`src/rtl/uart_core.sv`:
```
// uart_core: parametrised full-duplex UART with 16x oversampled receiver,
// start-bit glitch filter, valid/ready hand-off and sticky error flags.
module uart_core #(
  parameter int CLK_HZ    = 50_000_000,
  parameter int BAUD      = 115200,
  parameter int DATA_BITS = 8,
  parameter int PARITY    = 0,
  parameter int STOP_BITS = 1
) (
  input  logic                 clk_50m,
  input  logic                 rst_n,
  input  logic [DATA_BITS-1:0] tx_data,
  input  logic                 tx_valid,
  output logic                 tx_ready,
  output logic                 tx,
  input  logic                 rx,
  output logic [DATA_BITS-1:0] rx_data,
  output logic                 rx_valid,
  input  logic                 rx_ready,
  output logic                 rx_frame_err,
  output logic                 rx_parity_err,
  output logic                 rx_overrun,
  input  logic                 err_clr
);
  localparam int TX_DIV = CLK_HZ / BAUD;
  localparam int RX_RAW = CLK_HZ / (16 * BAUD);
  localparam int RX_DIV = (RX_RAW < 1) ? 1 : RX_RAW;
  localparam int TXW    = (TX_DIV > 1) ? $clog2(TX_DIV) : 1;
  localparam int RXW    = (RX_DIV > 1) ? $clog2(RX_DIV) : 1;

  typedef enum logic [2:0] {S_IDLE, S_START, S_DATA, S_PARITY, S_STOP} state_e;

  state_e               tx_st_q;
  logic [TXW-1:0]       tx_cnt_q;
  logic [4:0]           tx_bit_q;
  logic [DATA_BITS-1:0] tx_shift_q;
  logic                 tx_par_q, tx_q, tx_ready_q, tx_wrap;

  assign tx_wrap  = (tx_cnt_q == TXW'(TX_DIV - 1));
  assign tx       = tx_q;
  assign tx_ready = tx_ready_q;

  always_ff @(posedge clk_50m or negedge rst_n) begin
    if (!rst_n) begin
      tx_st_q    <= S_IDLE;
      tx_cnt_q   <= '0;
      tx_bit_q   <= '0;
      tx_shift_q <= '0;
      tx_par_q   <= 1'b0;
      tx_q       <= 1'b1;
      tx_ready_q <= 1'b1;
    end else begin
      if (tx_st_q != S_IDLE) tx_cnt_q <= tx_wrap ? '0 : tx_cnt_q + TXW'(1);
      case (tx_st_q)
        S_IDLE: if (tx_valid && tx_ready_q) begin
          tx_shift_q <= tx_data;
          tx_par_q   <= (PARITY == 1) ? ~^tx_data : ^tx_data;
          tx_q       <= 1'b0;
          tx_ready_q <= 1'b0;
          tx_cnt_q   <= '0;
          tx_st_q    <= S_START;
        end
        S_START: if (tx_wrap) begin
          tx_q       <= tx_shift_q[0];
          tx_shift_q <= tx_shift_q >> 1;
          tx_bit_q   <= '0;
          tx_st_q    <= S_DATA;
        end
        S_DATA: if (tx_wrap) begin
          if (tx_bit_q == 5'(DATA_BITS - 1)) begin
            tx_bit_q <= '0;
            if (PARITY != 0) begin
              tx_q    <= tx_par_q;
              tx_st_q <= S_PARITY;
            end else begin
              tx_q    <= 1'b1;
              tx_st_q <= S_STOP;
            end
          end else begin
            tx_q       <= tx_shift_q[0];
            tx_shift_q <= tx_shift_q >> 1;
            tx_bit_q   <= tx_bit_q + 5'd1;
          end
        end
        S_PARITY: if (tx_wrap) begin
          tx_q    <= 1'b1;
          tx_st_q <= S_STOP;
        end
        S_STOP: if (tx_wrap) begin
          if (tx_bit_q == 5'(STOP_BITS - 1)) begin
            tx_ready_q <= 1'b1;
            tx_st_q    <= S_IDLE;
          end else begin
            tx_bit_q <= tx_bit_q + 5'd1;
          end
        end
        default: tx_st_q <= S_IDLE;
      endcase
    end
  end

  logic                 rx_s1_q, rx_s2_q, rx_s3_q;
  logic [RXW-1:0]       tick_q, tick_d;
  logic                 strobe, fall;
  state_e               rx_st_q;
  logic [3:0]           rx_scnt_q;
  logic [4:0]           rx_bit_q;
  logic [DATA_BITS-1:0] rx_shift_q, rx_data_q;
  logic                 rx_valid_q, rx_fe_q, rx_pe_q, rx_ov_q;

  assign strobe        = (tick_q == RXW'(RX_DIV - 1));
  assign fall          = (rx_st_q == S_IDLE) && rx_s3_q && !rx_s2_q;
  assign rx_data       = rx_data_q;
  assign rx_valid      = rx_valid_q;
  assign rx_frame_err  = rx_fe_q;
  assign rx_parity_err = rx_pe_q;
  assign rx_overrun    = rx_ov_q;

  always_comb begin
    tick_d = tick_q + RXW'(1);
    if (fall || strobe) tick_d = '0;
  end

  // Sync flops idle high so reset release never looks like a start edge.
  always_ff @(posedge clk_50m or negedge rst_n) begin
    if (!rst_n) begin
      rx_s1_q <= 1'b1;
      rx_s2_q <= 1'b1;
      rx_s3_q <= 1'b1;
      tick_q  <= '0;
    end else begin
      rx_s1_q <= rx;
      rx_s2_q <= rx_s1_q;
      rx_s3_q <= rx_s2_q;
      tick_q  <= tick_d;
    end
  end

  // Clear/consume first; FSM events later in the block take precedence.
  always_ff @(posedge clk_50m or negedge rst_n) begin
    if (!rst_n) begin
      rx_st_q    <= S_IDLE;
      rx_scnt_q  <= '0;
      rx_bit_q   <= '0;
      rx_shift_q <= '0;
      rx_data_q  <= '0;
      rx_valid_q <= 1'b0;
      rx_fe_q    <= 1'b0;
      rx_pe_q    <= 1'b0;
      rx_ov_q    <= 1'b0;
    end else begin
      if (err_clr) begin
        rx_fe_q <= 1'b0;
        rx_pe_q <= 1'b0;
        rx_ov_q <= 1'b0;
      end
      if (rx_valid_q && rx_ready) rx_valid_q <= 1'b0;
      case (rx_st_q)
        S_IDLE: if (fall) begin
          rx_scnt_q <= '0;
          rx_st_q   <= S_START;
        end
        S_START: if (strobe) begin
          if (rx_scnt_q == 4'd7) begin
            rx_scnt_q <= '0;
            rx_bit_q  <= '0;
            rx_st_q   <= rx_s2_q ? S_IDLE : S_DATA;
          end else begin
            rx_scnt_q <= rx_scnt_q + 4'd1;
          end
        end
        S_DATA: if (strobe) begin
          rx_scnt_q <= rx_scnt_q + 4'd1;
          if (rx_scnt_q == 4'hF) begin
            rx_shift_q <= {rx_s2_q, rx_shift_q[DATA_BITS-1:1]};
            if (rx_bit_q == 5'(DATA_BITS - 1)) rx_st_q <= (PARITY != 0) ? S_PARITY : S_STOP;
            else                               rx_bit_q <= rx_bit_q + 5'd1;
          end
        end
        S_PARITY: if (strobe) begin
          rx_scnt_q <= rx_scnt_q + 4'd1;
          if (rx_scnt_q == 4'hF) begin
            if ((^rx_shift_q ^ rx_s2_q) != (PARITY == 1)) rx_pe_q <= 1'b1;
            rx_st_q <= S_STOP;
          end
        end
        S_STOP: if (strobe) begin
          rx_scnt_q <= rx_scnt_q + 4'd1;
          if (rx_scnt_q == 4'hF) begin
            if (!rx_s2_q) rx_fe_q <= 1'b1;
            if (!rx_valid_q || rx_ready) begin
              rx_data_q  <= rx_shift_q;
              rx_valid_q <= 1'b1;
            end else begin
              rx_ov_q <= 1'b1;
            end
            rx_st_q <= S_IDLE;
          end
        end
        default: rx_st_q <= S_IDLE;
      endcase
    end
  end
endmodule

```
`config.mk`:
```
export PLATFORM = sky130hd
export DESIGN_NAME = uart_core
export DESIGN_NICKNAME = d
export VERILOG_FILES = /design/src/rtl/uart_core.sv
export SDC_FILE = /design/constraint.sdc
export NUM_CORES = 1
export LEC_CHECK = 0
export BUFFER_PORTS_ARGS = -buffer_cell sky130_fd_sc_hd__clkbuf_2
export CAP_MARGIN = 10
export CORE_MARGIN = 5
export CORE_UTILIZATION = 50
export CTS_CLUSTER_SIZE = 16
export DETAILED_ROUTE_END_ITERATION = 10
export GPL_ROUTABILITY_DRIVEN = 0
export PLACE_DENSITY = 0.68
export SETUP_SLACK_MARGIN = 0.15
export SLEW_MARGIN = 20
export SYNTH_ARGS = -nofsm -noshare
export SYNTH_HDL_FRONTEND = slang
export SYNTH_SLANG_ARGS = --single-unit
```
`constraint.sdc`:
```
create_clock -name clk_50m -period 1.7 [get_ports clk_50m]
set_input_delay 0.085 -clock clk_50m [delete_from_list [all_inputs] [get_ports clk_50m]]
set_output_delay 0.085 -clock clk_50m [all_outputs]
set_load 0.01 [all_outputs]
```
* Yosys cells after proc, flatten, opt, wreduce, memory -nomap -nowiden
Cells that the tools add are included.
** Word-level totals
- Register bits :: 67
- Bits in latches :: 0
- Memory bits (writable) :: 0
- ROM bits :: 0
- Output and inout port bits :: 14
- Logic and storage cells :: 166
- Memories :: 0
** Cells by class
- Add/sub/neg operators :: 5
- $mul :: 0
- Div/mod/pow operators :: 0
- $lt $le $gt $ge :: 0
- Equality and inequality tests :: 35
- Shift operators :: 0
- Muxes and demuxes :: 76
- Bitwise operators :: 1
- Reduce and logical (&&, ||, !) cells :: 30
** Operators with widths (number)
- 2-to-1 mux 5 bit :: 11
- 2-to-1 mux 3 bit :: 17
- inequality test 2 bit (second input constant) :: 20
- 2-to-1 mux 9 bit :: 4
- 2-to-1 mux 8 bit :: 4
- one-hot mux 3 bit (5 select lines) :: 2
- 2-to-1 mux 1 bit :: 27
- one-hot mux 8 bit (3 select lines) :: 1
- 2-to-1 mux 4 bit :: 4
- adder 5 x 1 -> 5 bit (second input constant) :: 3
- one-hot mux 5 bit (3 select lines) :: 1
- AND reduction 5 bit :: 3
- equality test 3 x 2 -> 1 bit (second input constant) :: 4
- one-hot mux 4 bit (3 select lines) :: 1
- AND reduction 4 bit :: 3
- nonzero test 3 bit :: 4
- equality test 5 x 3 -> 1 bit (second input constant) :: 2
- one-hot mux 5 bit (2 select lines) :: 1
- AND reduction 10 bit :: 1
- adder 9 x 1 -> 9 bit (second input constant) :: 1
- equality test 9 bit (second input constant) :: 1
- XOR reduction 8 bit :: 1
- AND reduction 7 bit :: 1
- equality test 3 x 1 -> 1 bit (second input constant) :: 2
- other kinds (20) :: 28

* Longest topological paths before layout
Gate-level depths: netlist (run 1).
- Depth after elaboration :: 6
- Depth in mapped cells :: 8

* Least setup slack after synthesis (run 1)
Ideal clock, no wire load.
- Path type :: register to register
- Start point :: register tx_bit_q[0]
- End point :: register tx_shift_q[0]
- Data arrival time :: 1.784 ns
- Data required time :: 1.575 ns
- Path slack :: -0.209 ns
- Cell stages (with the launch flop) :: 7
- Period minus slack after synthesis :: 1.909 ns
- Cells stage by stage :: dfrtp_1 > ha_1 > and4bb_2 > o21ai_0 > o311a_1 > buf_2 > mux2_2
** On the way
- Cells in the longest elaborated chain, start to end :: 3
** Ends and longest elaborated chain
- start: declaration :: RTL line 35 : logic [4:0] tx_bit_q;
- start signal: assignment :: RTL line 82 : tx_bit_q <= tx_bit_q + 5'd1;
- start signal: assignment :: RTL line 94 : tx_bit_q <= tx_bit_q + 5'd1;
- equality test 5 x 3 -> 1 bit :: RTL line 70 : if (tx_bit_q == 5'(DATA_BITS - 1)) begin
- inequality test 2 bit (no source line)
- AND reduction 5 bit (no source line)
- end signal: assignment :: RTL line 56 : tx_shift_q <= tx_data;
- end signal: assignment :: RTL line 65 : tx_shift_q <= tx_shift_q >> 1;
- end signal: assignment :: RTL line 81 : tx_shift_q <= tx_shift_q >> 1;
- end: declaration :: RTL line 36 : logic [DATA_BITS-1:0] tx_shift_q;
No other way between the ends.
A chain may end at the register's enable or synchronous reset.

* Worst setup path in the final report (run 1)
- Start point :: register tx_bit_q[0]
- End point :: register tx_shift_q[2]
Same word-level chain as after synthesis.

==> results of run 1 <==
==> cell type report <==
type | instances | area [µm²]
Clock buffer | 9 | 124
Timing Repair Buffer | 103 | 815
Clock inverter | 7 | 92.6
Sequential cell | 67 | 1690
Tap cell | 96 | 120
Multi-Input combinational cell | 223 | 2150
Inverter | 16 | 60.1
Fill cell | 456 | 1750
==> cells in the mapped netlist (3+ instances only) <==
master	count	area share, %
nand3_1	12	1.7
o22ai_1	4	0.71
inv_1	16	1.7
clkbuf_1	3	0.32
nand2_1	16	1.7
a2bb2oi_1	3	0.75
xnor2_1	7	1.8
xor2_1	4	1.0
mux2_2	31	10
o21ai_0	20	2.9
or4_1	4	0.86
o31ai_1	5	1.1
and3_1	3	0.54
nor2_1	18	1.9
a22o_1	5	1.3
dfrtp_1	62	44
nand2b_1	6	1.1
a21oi_1	10	1.4
ha_1	8	2.9
nor3_1	10	1.4
buf_2	7	1.0
dfstp_2	5	3.8
nor2b_1	3	0.54
buf_4	3	0.64
==> sequential cells by signal, indices dropped and copies added (netlist names) <==
signal	flops
rx_bit_q	5
rx_parity_err	1
rx_overrun	1
rx_s2_q	1
rx_s3_q	1
rx_frame_err	1
tx_st_q	3
tx_cnt_q	9
tx_ready	1
rx_st_q	3
tick_q	5
rx_scnt_q	4
rx_s1_q	1
tx_shift_q	8
rx_shift_q	8
rx_data	8
tx_bit_q	5
rx_valid	1
tx	1
==> cell families after synthesis <==
| family | count (synthesis) | share of synthesized area [%] |
|---|---|---|
| XOR/XNOR | 12 | 3.40 |
| AND/OR/NAND/NOR | 98 | 17.3 |
| adder cells (fa/ha/maj) | 10 | 3.47 |
| flip-flops | 67 | 48.1 |
| AO/OA/AOI/OAI | 71 | 13.8 |
| buffers and inverters | 29 | 3.68 |
| multiplexers | 32 | 10.3 |
==> worst max-delay path, delay by kind of cell, from the launching register on <==
kind,cells,cell delay (ns)
buf+inv,1,0.13
mux,1,0.30
simple gates,1,0.26
fa+ha+maj,1,0.19
flops,1,0.40
compound gates,2,0.41
==> where the power goes <==
| part | switching, mW | internal (mW) | leakage, nW |
|---|---|---|---|
| combinational | 0.282 | 0.319 | 1.32 |
| sequential | 0.0749 | 1.69 | 0.875 |
| clock | 0.632 | 0.822 | 0.113 |
| total | 0.989 | 2.83 | 2.31 |
==> what timing repair did <==
item	4_1_cts	5_1_grt
pin swaps	24	31
buffers inserted	11	8
endpoints found under the setup margin	48	56
hold buffers	3	0
cloned	0	0
resized for setup	45	54
hold endpoints to repair	66	0
==> per-layer routing <==
metal,up-vias,GRT usage [%],share of wire [%]
li1,1373,-,-
met1,1404,25.5,44
met2,56,31.9,50
met3,10,5.29,4.0
met4,0,6.02,1.4
met5,-,0,0
==> worst min path at each step <==
| stage | start | slack (ns) | endpoint |
|---|---|---|---|
| final | tx_data[7] | 0.03 | tx_shift_q[7]$_DFFE_PN0P_ |
| after global routing | tx_data[7] | 0.01 | tx_shift_q[7]$_DFFE_PN0P_ |
| after CTS | rx_ready | 0.04 | rx_valid$_DFF_PN0_ |
| after detailed placement | rst_n | 0.13 | rx_bit_q[3]$_DFFE_PN0P_ |
| after global placement | rst_n | 0.13 | rx_bit_q[3]$_DFFE_PN0P_ |
| after floorplan | rst_n | -0.21 | rx_bit_q[0]$_DFFE_PN0P_ |
==> stage by stage <==
step / hold slack [ns] / setup slack (ns) / setup TNS [ns] / total power [mW] / instance area [µm²]
global placement: 0.129 / -0.0729 / -0.995 / 2.29 / 4250
global route: 0.0136 / -0.191 / -4.26 / 4.01 / 5040
detailed placement: 0.131 / -0.108 / -1.72 / 2.32 / 4250
CTS: 0.0383 / -0.111 / -1.32 / 3.84 / 4740
floorplan: -0.211 / -0.0222 / -0.156 / 2.09 / 3650
finish: 0.0263 / -0.111 / -1.67 / 3.82 / 5040
==> out/metrics.yaml, run 1 <==
status: "finished, violations left"
violations: "setup timing"
placed_cells: 483
r2r-start: "tx_bit_q[0]$_DFFE_PN0P_"
clkTransAtPathRegs_ns: 0.07
yosysWarnings: 0
syn_nets: 341
grt_overflow: 0
path_class: "reg -> reg"
cp_slowest_stage_delay_ns: 0.40
avgViaCountPerCell: 5.46
crit_chain: "ha_2 > and4bb_2 > o21ai_2 > o311a_4 > buf_12 > mux2_4"
htreeDepth: 3
ios: 28
seq_area_frac_synth_pct: 48.1
fin_cells: 521
ir_worst_vdd_v: 0.000590
worstPathArrival_ns: 2.04
drc: 0
hp-class: "in -> reg"
num_vias: 2843
diodes: 0
slowest_stage: "dfrtp_1"
tightest_slew_ns: 0.378
reg2regPathDepth: 6
worstPathMaxFanout: 8
drtIter0Drc: 94
rsz0062_at_grt: "true"
insertion_delay_ns: 0.35
ant_nets: 0
wl_um: 8510
min_period_over_period_pct: 107
synth.distinct_cells: 67
hold_viol: 0
crit_end: "tx_shift_q[2]$_DFFE_PN0P_"
cts_sinks: 67
layout.nets: 442
root_buffer: "clkbuf_8"
min_path_cells: 3
layout_min_cycle_time_ns: 1.81
crit_path_end_kind: "flop"
dr.pass1.iters: 4
ys_seq_elements: 67
cts_buffers: 9
synth_cells: 319
synthArstFlopShare_pct: 100
syn_area_um2: 3500
crit_start: "tx_bit_q[0]$_DFFE_PN0P_"
dpl.hpwl_um: 5260
grt_max_degree: 68
final_cell_mix: "60 x dfrtp_1, 53 x buf_4, 26 x clkbuf_2"
syn2layout_area_growth_pct: 44.1
grt_usage_pct: 19.6
synth_edf_count: 0
skew_ns: 0.0111
ys.flop_type: "dfrtp_1"
dieWidth_um: 93.7
dieArea_um2: 8770
grt_pass1_vias: 2823
routedWlPerCell_um: 16.3
cp.required_ns: 1.93
timing.rr.end: "tx_shift_q[2]$_DFFE_PN0P_"
syn_avg_cell_area_um2: 11.0
port_buffers: 27
final_common_cell: "dfrtp_1"
r2r_slack_ns: -0.11
grt_pass1_wl_um: 13500
final_util_pct: 74.2
p_per_area_nw_per_um2: 757
maxCapViolations: 0
rows: 30
die_h_um: 93.7
finalSetupViolCount: 33
drive_above_1_share_pct: 52.7
cellLeakagePower_nw: 2.31
setup_ws_ns: -0.111
start_util_pct: 51.5
fmax_ghz: 0.552
antenna_found_initial: 0
slew_headroom_pct: 74.8
coreArea_um2: 6790
cp-start-kind: "flop"
slew_violations: 0
cts_tree: "yes"
cts.path.max_buffers: 2
No activity file was read; power rests on OpenSTA's default activity.
==> inputs of run 2 (changes only) <==
--- a/config.mk
+++ b/config.mk
@@ -5,6 +5,7 @@
 export SDC_FILE = /design/constraint.sdc
 export NUM_CORES = 1
 export LEC_CHECK = 0
+export ABC_AREA = 1
 export BUFFER_PORTS_ARGS = -buffer_cell sky130_fd_sc_hd__clkbuf_2
 export CAP_MARGIN = 10
 export CORE_MARGIN = 5
==> run 2 against run 1 <==
The run now ends clean. Combinational power grew 88%. Design area shrank 12%. Wire length shrank 12%. Largest power group unchanged.
==> out/metrics.yaml, run 2 <==
status: "finished, final reports clean"
slew_violations: 0  # unchanged
layout.nets: 534  # +21%
placed_area_um2: 3840  # -9.5%
cp_slowest_stage_delay_ns: 0.41  # about the same
slowest_stage: "dfrtp_1"
die_h_um: 94.2  # +0.53%
crit_path_end_kind: "flop"
timing.hold.ws_ns: 0.000177  # -0.0261 ns
finalSetupTns_ns: 0  # +1.67 ns
hp-class: "in -> reg"
synth.top_cell.area_share_pct: 43.8  # -0.52 points
routedWlPerCell_um: 12.2  # -25%
fill_cells: 566  # +24%
finalSetupViolCount: 0  # -100%
diodes: 0  # unchanged
grt_overflow: 0  # unchanged
largest_reg_flops: 9  # unchanged
path_class: "reg -> reg"
tightest_slew_ns: 0.616  # +0.238 ns
ys_seq_elements: 67  # unchanged
critical_path_buf_inv_count: 2  # +1
yosys-top-cells-area: "dfrtp_1 44%, nand2_1 16%, o21ai_1 5.7%"
ant_nets: 0  # unchanged
cts.path.max_buffers: 2  # unchanged
crit_path_frequent_cell: "nand2_2"
syn_avg_cell_area_um2: 7.78  # -29%
fmax_ghz: 0.650  # +18%
grtUsageMet2_pct: 30.2  # -1.7 points
avgViaCountPerCell: 4.90  # -10%
cts_buffers: 9  # unchanged
busiest_layer: "met2"
total_power_mw: 4.47  # +17%
num_vias: 3006  # +5.7%
synthArstFlopShare_pct: 100  # unchanged
ys.flop_type: "dfrtp_1"
final_cell_mix: "134 x nand2_1, 57 x dfrtp_1, 45 x inv_1"
seq_area_frac_synth_pct: 47.5  # -0.56 points
use_met3_pct: 3.85  # -1.4 points
grt_pass1_wl_um: 12700  # -5.7%
synth.distinct_cells: 30  # -55%
coreArea_um2: 6830  # +0.55%
grt_max_degree: 26  # -62%
maxCapViolations: 0  # unchanged
synth_top_cell_by_area: "dfrtp_1"
dr.pass1.iters: 6  # +2
syn2layout_area_growth_pct: 25.1
cts_sinks: 67  # unchanged
worstPathMaxFanout: 5  # -3
worstPathArrival_ns: 1.81  # -0.23 ns
drive_above_1_share_pct: 29.6  # -23 points
netlist_top_cells_count: "148 x nand2_1, 62 x dfrtp_1, 52 x inv_1"
port_buffers: 27  # unchanged
regMostFlops: "tx_cnt_q"
insertion_delay_ns: 0.35  # about the same
crit_family: "simple AND/OR/NAND/NOR gates"
synth_most_common_cell: "nand2_1"
rsz0062_at_grt: "true"
skew_ns: 0.0175  # +0.00637 ns
syn_nets: 477  # +40%
root_buffer: "clkbuf_8"
min_period_over_period_pct: 90.5  # -16 points
dpl.hpwl_um: 5050  # -4.1%
cts_tree: "yes"
final_util_pct: 64.9  # -9.4 points
rows: 30  # unchanged
ios: 28  # unchanged
grtUsageMet1_pct: 22.3  # -3.2 points
layout_min_cycle_time_ns: 1.54  # -0.273 ns
clkTransAtPathRegs_ns: 0.08  # about the same
cp-start-kind: "flop"
antenna_found_initial: 0  # unchanged
yosysWarnings: 0  # unchanged
drtIter0Drc: 109  # +16%
drc: 0  # unchanged
start_util_pct: 51.8  # +0.32 points
final_common_cell: "nand2_1"
crit_chain: "inv_2 > ha_4 > nand2_2 > nor3_2 > nand2_2 > a21oi_4 > buf_4 > nand4_1 > nand2_1"
final_cell_area_um2: 4430  # -12%
p_per_area_nw_per_um2: 1010  # +33%
htreeDepth: 3  # unchanged
ir_worst_vdd_v: 0.000441  # -25%
syn_area_um2: 3540  # +1.2%
dieArea_um2: 8870  # +1.1%
dieWidth_um: 94.2  # +0.53%
wl_um: 7510  # -12%
grt_pass1_vias: 2891  # +2.4%
cp.required_ns: 1.98  # +0.05 ns
hold_viol: 0  # unchanged
cellLeakagePower_nw: 2.13  # -7.5%
synth_cells: 455  # +43%
grt_usage_pct: 17.9  # -1.6 points
slew_headroom_pct: 58.9  # -16 points
synth_edf_count: 0  # unchanged
-- run 2: area by class of cell --
| class | count | area, µm² | share of cell area, % |
|---|---|---|---|
| inverters | 61 | 229 | 5.17 |
| well taps | 96 | 120 | 2.71 |
| clock inverters | 7 | 101 | 2.29 |
| clock buffers | 9 | 124 | 2.80 |
| multi-input cells | 325 | 1830 | 41.4 |
| flip-flops and latches | 67 | 1690 | 38.1 |
| repair buffers | 48 | 334 | 7.54 |
-- run 2: cells by family (layout without fill, tap and decap cells) --
group	after synthesis	in the layout	share of synthesized area, %
XOR/XNOR	14	14	3.46
AO/OA/AOI/OAI	74	74	11.7
buffers and inverters	65	125	7.21
adder cells (fa/ha/maj)	8	8	2.83
AND/OR/NAND/NOR	227	229	27.3
flip-flops	67	67	47.5
-- run 2: metal layers --
| metal | part of all wire (%) | up-vias |
|---|---|---|
| li1 | - | 1561 |
| met1 | 44 | 1379 |
| met2 | 50 | 51 |
| met3 | 3.8 | 15 |
| met4 | 1.8 | 0 |
| met5 | 0 | - |
-- run 2: path summary, 6_finish.rpt --
path | startpoint | end | slack [ns] | cells past startpoint
worst min-delay path | tx_data[7] | tx_shift_q[7]$_DFFE_PN0P_ | 0.0002 | 3
min in group asynchronous | rst_n | rx_shift_q[5]$_DFFE_PN0P_ | 0.28 | 2
worst min register to register | rx_s1_q$_DFF_PN1_ | rx_s2_q$_DFF_PN1_ | 0.37 | 0
worst max-delay path | tx_cnt_q[1]$_DFF_PN0_ | tx_st_q[2]$_DFFE_PN0P_ | 0.16 | 9
worst max register to register | tx_cnt_q[1]$_DFF_PN0_ | tx_st_q[2]$_DFFE_PN0P_ | 0.16 | 9
max in group asynchronous | rst_n | rx_s3_q$_DFF_PN1_ | 0.80 | 3
-- run 2: where the power goes --
part / leakage [nW] / internal [mW] / switching [mW] / total, mW
combinational: 1.18 / 0.440 / 0.689 / 1.13
sequential: 0.848 / 1.71 / 0.121 / 1.83
clock: 0.106 / 0.835 / 0.667 / 1.50
total: 2.13 / 2.99 / 1.48 / 4.47
-- run 2: timing repair --
action / 4_1_cts / 5_1_grt
gates resized for setup: 8 / 64
cloned: 1 / 1
setup endpoints to repair: 24 / 47
buffers inserted: 4 / 9
hold endpoints to repair: 20 / 0
pin swaps: 2 / 23
hold buffers: 2 / 0
-- run 2: through the flow --
| step | worst slack, ns | cells |
|---|---|---|
| after floorplan | 0.214 | 455 |
| after global placement | 0.116 | 580 |
| after detailed placement | 0.0592 | 580 |
| after CTS | 0.155 | 603 |
| after global routing | 0.0651 | 613 |
| final | 0.162 | 613 |
-- run 2: worst reg2reg max path, delay by kind of cell (launching register included) --
family | cells | cell delay, ns
buf+inv | 2 | 0.23
simple gates | 5 | 0.50
compound gates | 1 | 0.20
fa+ha+maj | 1 | 0.12
flops | 1 | 0.41
==> inputs of run 3 (changes only) <==
--- a/config.mk
+++ b/config.mk
@@ -13,7 +13,7 @@
 export CTS_CLUSTER_SIZE = 16
 export DETAILED_ROUTE_END_ITERATION = 10
 export GPL_ROUTABILITY_DRIVEN = 0
-export PLACE_DENSITY = 0.68
+export PLACE_DENSITY = 0.65
 export SETUP_SLACK_MARGIN = 0.15
 export SLEW_MARGIN = 20
 export SYNTH_ARGS = -nofsm -noshare
==> constraint.sdc (replaced) <==
create_clock -name clk_50m -period 1.85 [get_ports clk_50m]
set_input_delay 0.0925 -clock clk_50m [delete_from_list [all_inputs] [get_ports clk_50m]]
set_output_delay 0.0925 -clock clk_50m [all_outputs]
set_load 0.01 [all_outputs]
==> run 3 against run 2 <==
Sequential cell count unchanged. Non-clock buffer count fell by 15. First-iteration DRC count rose by 33%. Worst hold slack improved by 0.014 ns. Worst setup slack improved by 0.11 ns. Critical path depth fell by 2. Combinational power down 32%. Core utilization decreased by 5.0 points. Sequential power decreased by 8%. Critical endpoint is now tx$_DFFE_PN1P_.
==> out/metrics.yaml, run 3 (synthesis gave the netlist of run 2 again) <==
cellLeakagePower_nw: 2.04  # -4.2%
layout_min_cycle_time_ns: 1.58  # +0.0419 ns
start_util_pct: 51.8  # unchanged
maxCapViolations: 0  # unchanged
htreeDepth: 3  # unchanged
routedWlPerCell_um: 11.2  # -8.8%
ir_worst_vdd_v: 0.000397  # -9.9%
critical_path_buf_inv_count: 1  # -1
crit_path_end_kind: "flop"
r2r-start: "tx_st_q[2]$_DFFE_PN0P_"
grt_pass1_wl_um: 11700  # -8.2%
slowest_stage: "dfrtp_1"
crit_start: "tx_st_q[2]$_DFFE_PN0P_"
final_cell_mix: "145 x nand2_1, 61 x dfrtp_1, 52 x inv_1"
coreArea_um2: 6830  # unchanged
min_path_cells: 4  # +1
regMostFlops: "tx_cnt_q"
grt_max_degree: 68  # +160%
skew_ns: 0.00591  # -0.0116 ns
cts.path.max_buffers: 2  # unchanged
worstPathArrival_ns: 1.84  # +0.03 ns
num_vias: 2856  # -5.0%
cts_buffers: 9  # unchanged
slew_violations: 0  # unchanged
min_period_over_period_pct: 85.4  # -5.1 points
crit_chain: "nor2_2 > nand2_2 > a21oi_4 > inv_2 > nand3_1 > nand2_1 > o21ai_1"
finalSetupViolCount: 0  # unchanged
placed_cells: 576  # -0.69%
hp-start: "err_clr"
syn2layout_area_growth_pct: 15.5
pre_cts_ws_ns: 0.135  # +0.0757 ns
status: "finished, final reports clean"
ant_nets: 0  # unchanged
clkTransAtPathRegs_ns: 0.07  # about the same
avgViaCountPerCell: 4.78  # -2.4%
dpl.hpwl_um: 4600  # -8.9%
total_power_mw: 3.65  # -18%
drive_above_1_share_pct: 18.6  # -11 points
layout.nets: 518  # -3.0%
hp-class: "in -> reg"
antenna_found_initial: 0  # unchanged
grt_usage_pct: 16.3  # -1.6 points
reg2regPathDepth: 7  # -2
drc: 0  # unchanged
cts_sinks: 67  # unchanged
finalSetupTns_ns: 0  # unchanged
diodes: 0  # unchanged
cp-start-kind: "flop"
cp_slowest_stage_delay_ns: 0.49  # +0.08 ns
die_h_um: 94.2  # unchanged
port_buffers: 27  # unchanged
wl_um: 6660  # -11%
path_class: "reg -> reg"
rows: 30  # unchanged
worst-path-stages: 7  # -2
timing.hold.ws_ns: 0.0138  # +0.0136 ns
final_common_cell: "nand2_1"
tightest_slew_ns: 0.353  # -0.263 ns
insertion_delay_ns: 0.34  # about the same
fin_cells: 597  # -2.6%
slew_headroom_pct: 76.5  # +18 points
rsz0062_at_grt: "true"
cp.required_ns: 2.11  # +0.13 ns
hold_viol: 0  # unchanged
largest_reg_flops: 9  # unchanged
worstPathMaxFanout: 10  # +5
ios: 28  # unchanged
fmax_ghz: 0.633  # -2.6%
drtIter0Drc: 145  # +33%
setup_ws_ns: 0.270  # +0.108 ns
cts_tree: "yes"
crit_family: "simple AND/OR/NAND/NOR gates"
root_buffer: "clkbuf_8"
p_per_area_nw_per_um2: 892  # -12%
dr.pass1.iters: 5  # -1
grt_pass1_vias: 2718  # -6.0%
dieWidth_um: 94.2  # unchanged
grt_overflow: 0  # unchanged
dieArea_um2: 8870  # unchanged
-- run 3: tightest hold or removal path, cell delays in order --
cell and delay [ns]:
clkbuf_2 0.07, inv_1 0.05, nand2_1 0.06, nand2_1 0.04
-- run 3: area by class of cell --
cell class | instances | area [µm²]
Fill cell | 618 | 2740
Sequential cell | 67 | 1680
Multi-Input combinational cell | 324 | 1660
Inverter | 61 | 229
Timing Repair Buffer | 33 | 198
Clock buffer | 11 | 141
Tap cell | 96 | 120
Clock inverter | 5 | 52.6
-- run 3: worst paths after layout --
check | slack, ns | to
worst max-delay path | 0.27 | tx$_DFFE_PN1P_
worst min-delay path | 0.01 | rx_parity_err$_DFF_PN0_
worst max register to register | 0.27 | tx$_DFFE_PN1P_
worst min register to register | 0.36 | rx_s2_q$_DFF_PN1_
max in group asynchronous | 1.22 | tx$_DFFE_PN1P_
min in group asynchronous | 0.29 | rx_data[4]$_DFFE_PN0P_
-- run 3: metrics by stage --
stage	area [µm²]	util, %
after floorplan	3540	-
after global placement	3800	55.6
after detailed placement	3800	55.6
after CTS	4010	58.8
after global routing	4090	59.9
final	4090	59.9
-- run 3: metal layers --
metal  vias to the layer above  global-route usage [%]  wire [µm]
met3                         9                    2.80        197
met4                         0                    8.18        128
met2                        39                    26.9       3160
met1                      1280                    20.6       3180
met5                         -                       0          0
li1                       1528                       -          -
-- run 3: timing repair --
action / in CTS / in global routing
endpoints found under the hold margin: 63 / 0
hold buffers: 2 / 0
pin swaps: 0 / 3
gates cloned: 0 / 1
buffers inserted: 0 / 2
gates resized for setup: 1 / 12
setup endpoints to repair: 8 / 26
-- run 3: power breakdown --
group,total [mW],internal [mW],switching (mW),leakage (nW)
Combinational,0.770,0.275,0.495,1.09
Sequential,1.68,1.58,0.102,0.853
Clock,1.20,0.653,0.547,0.0991
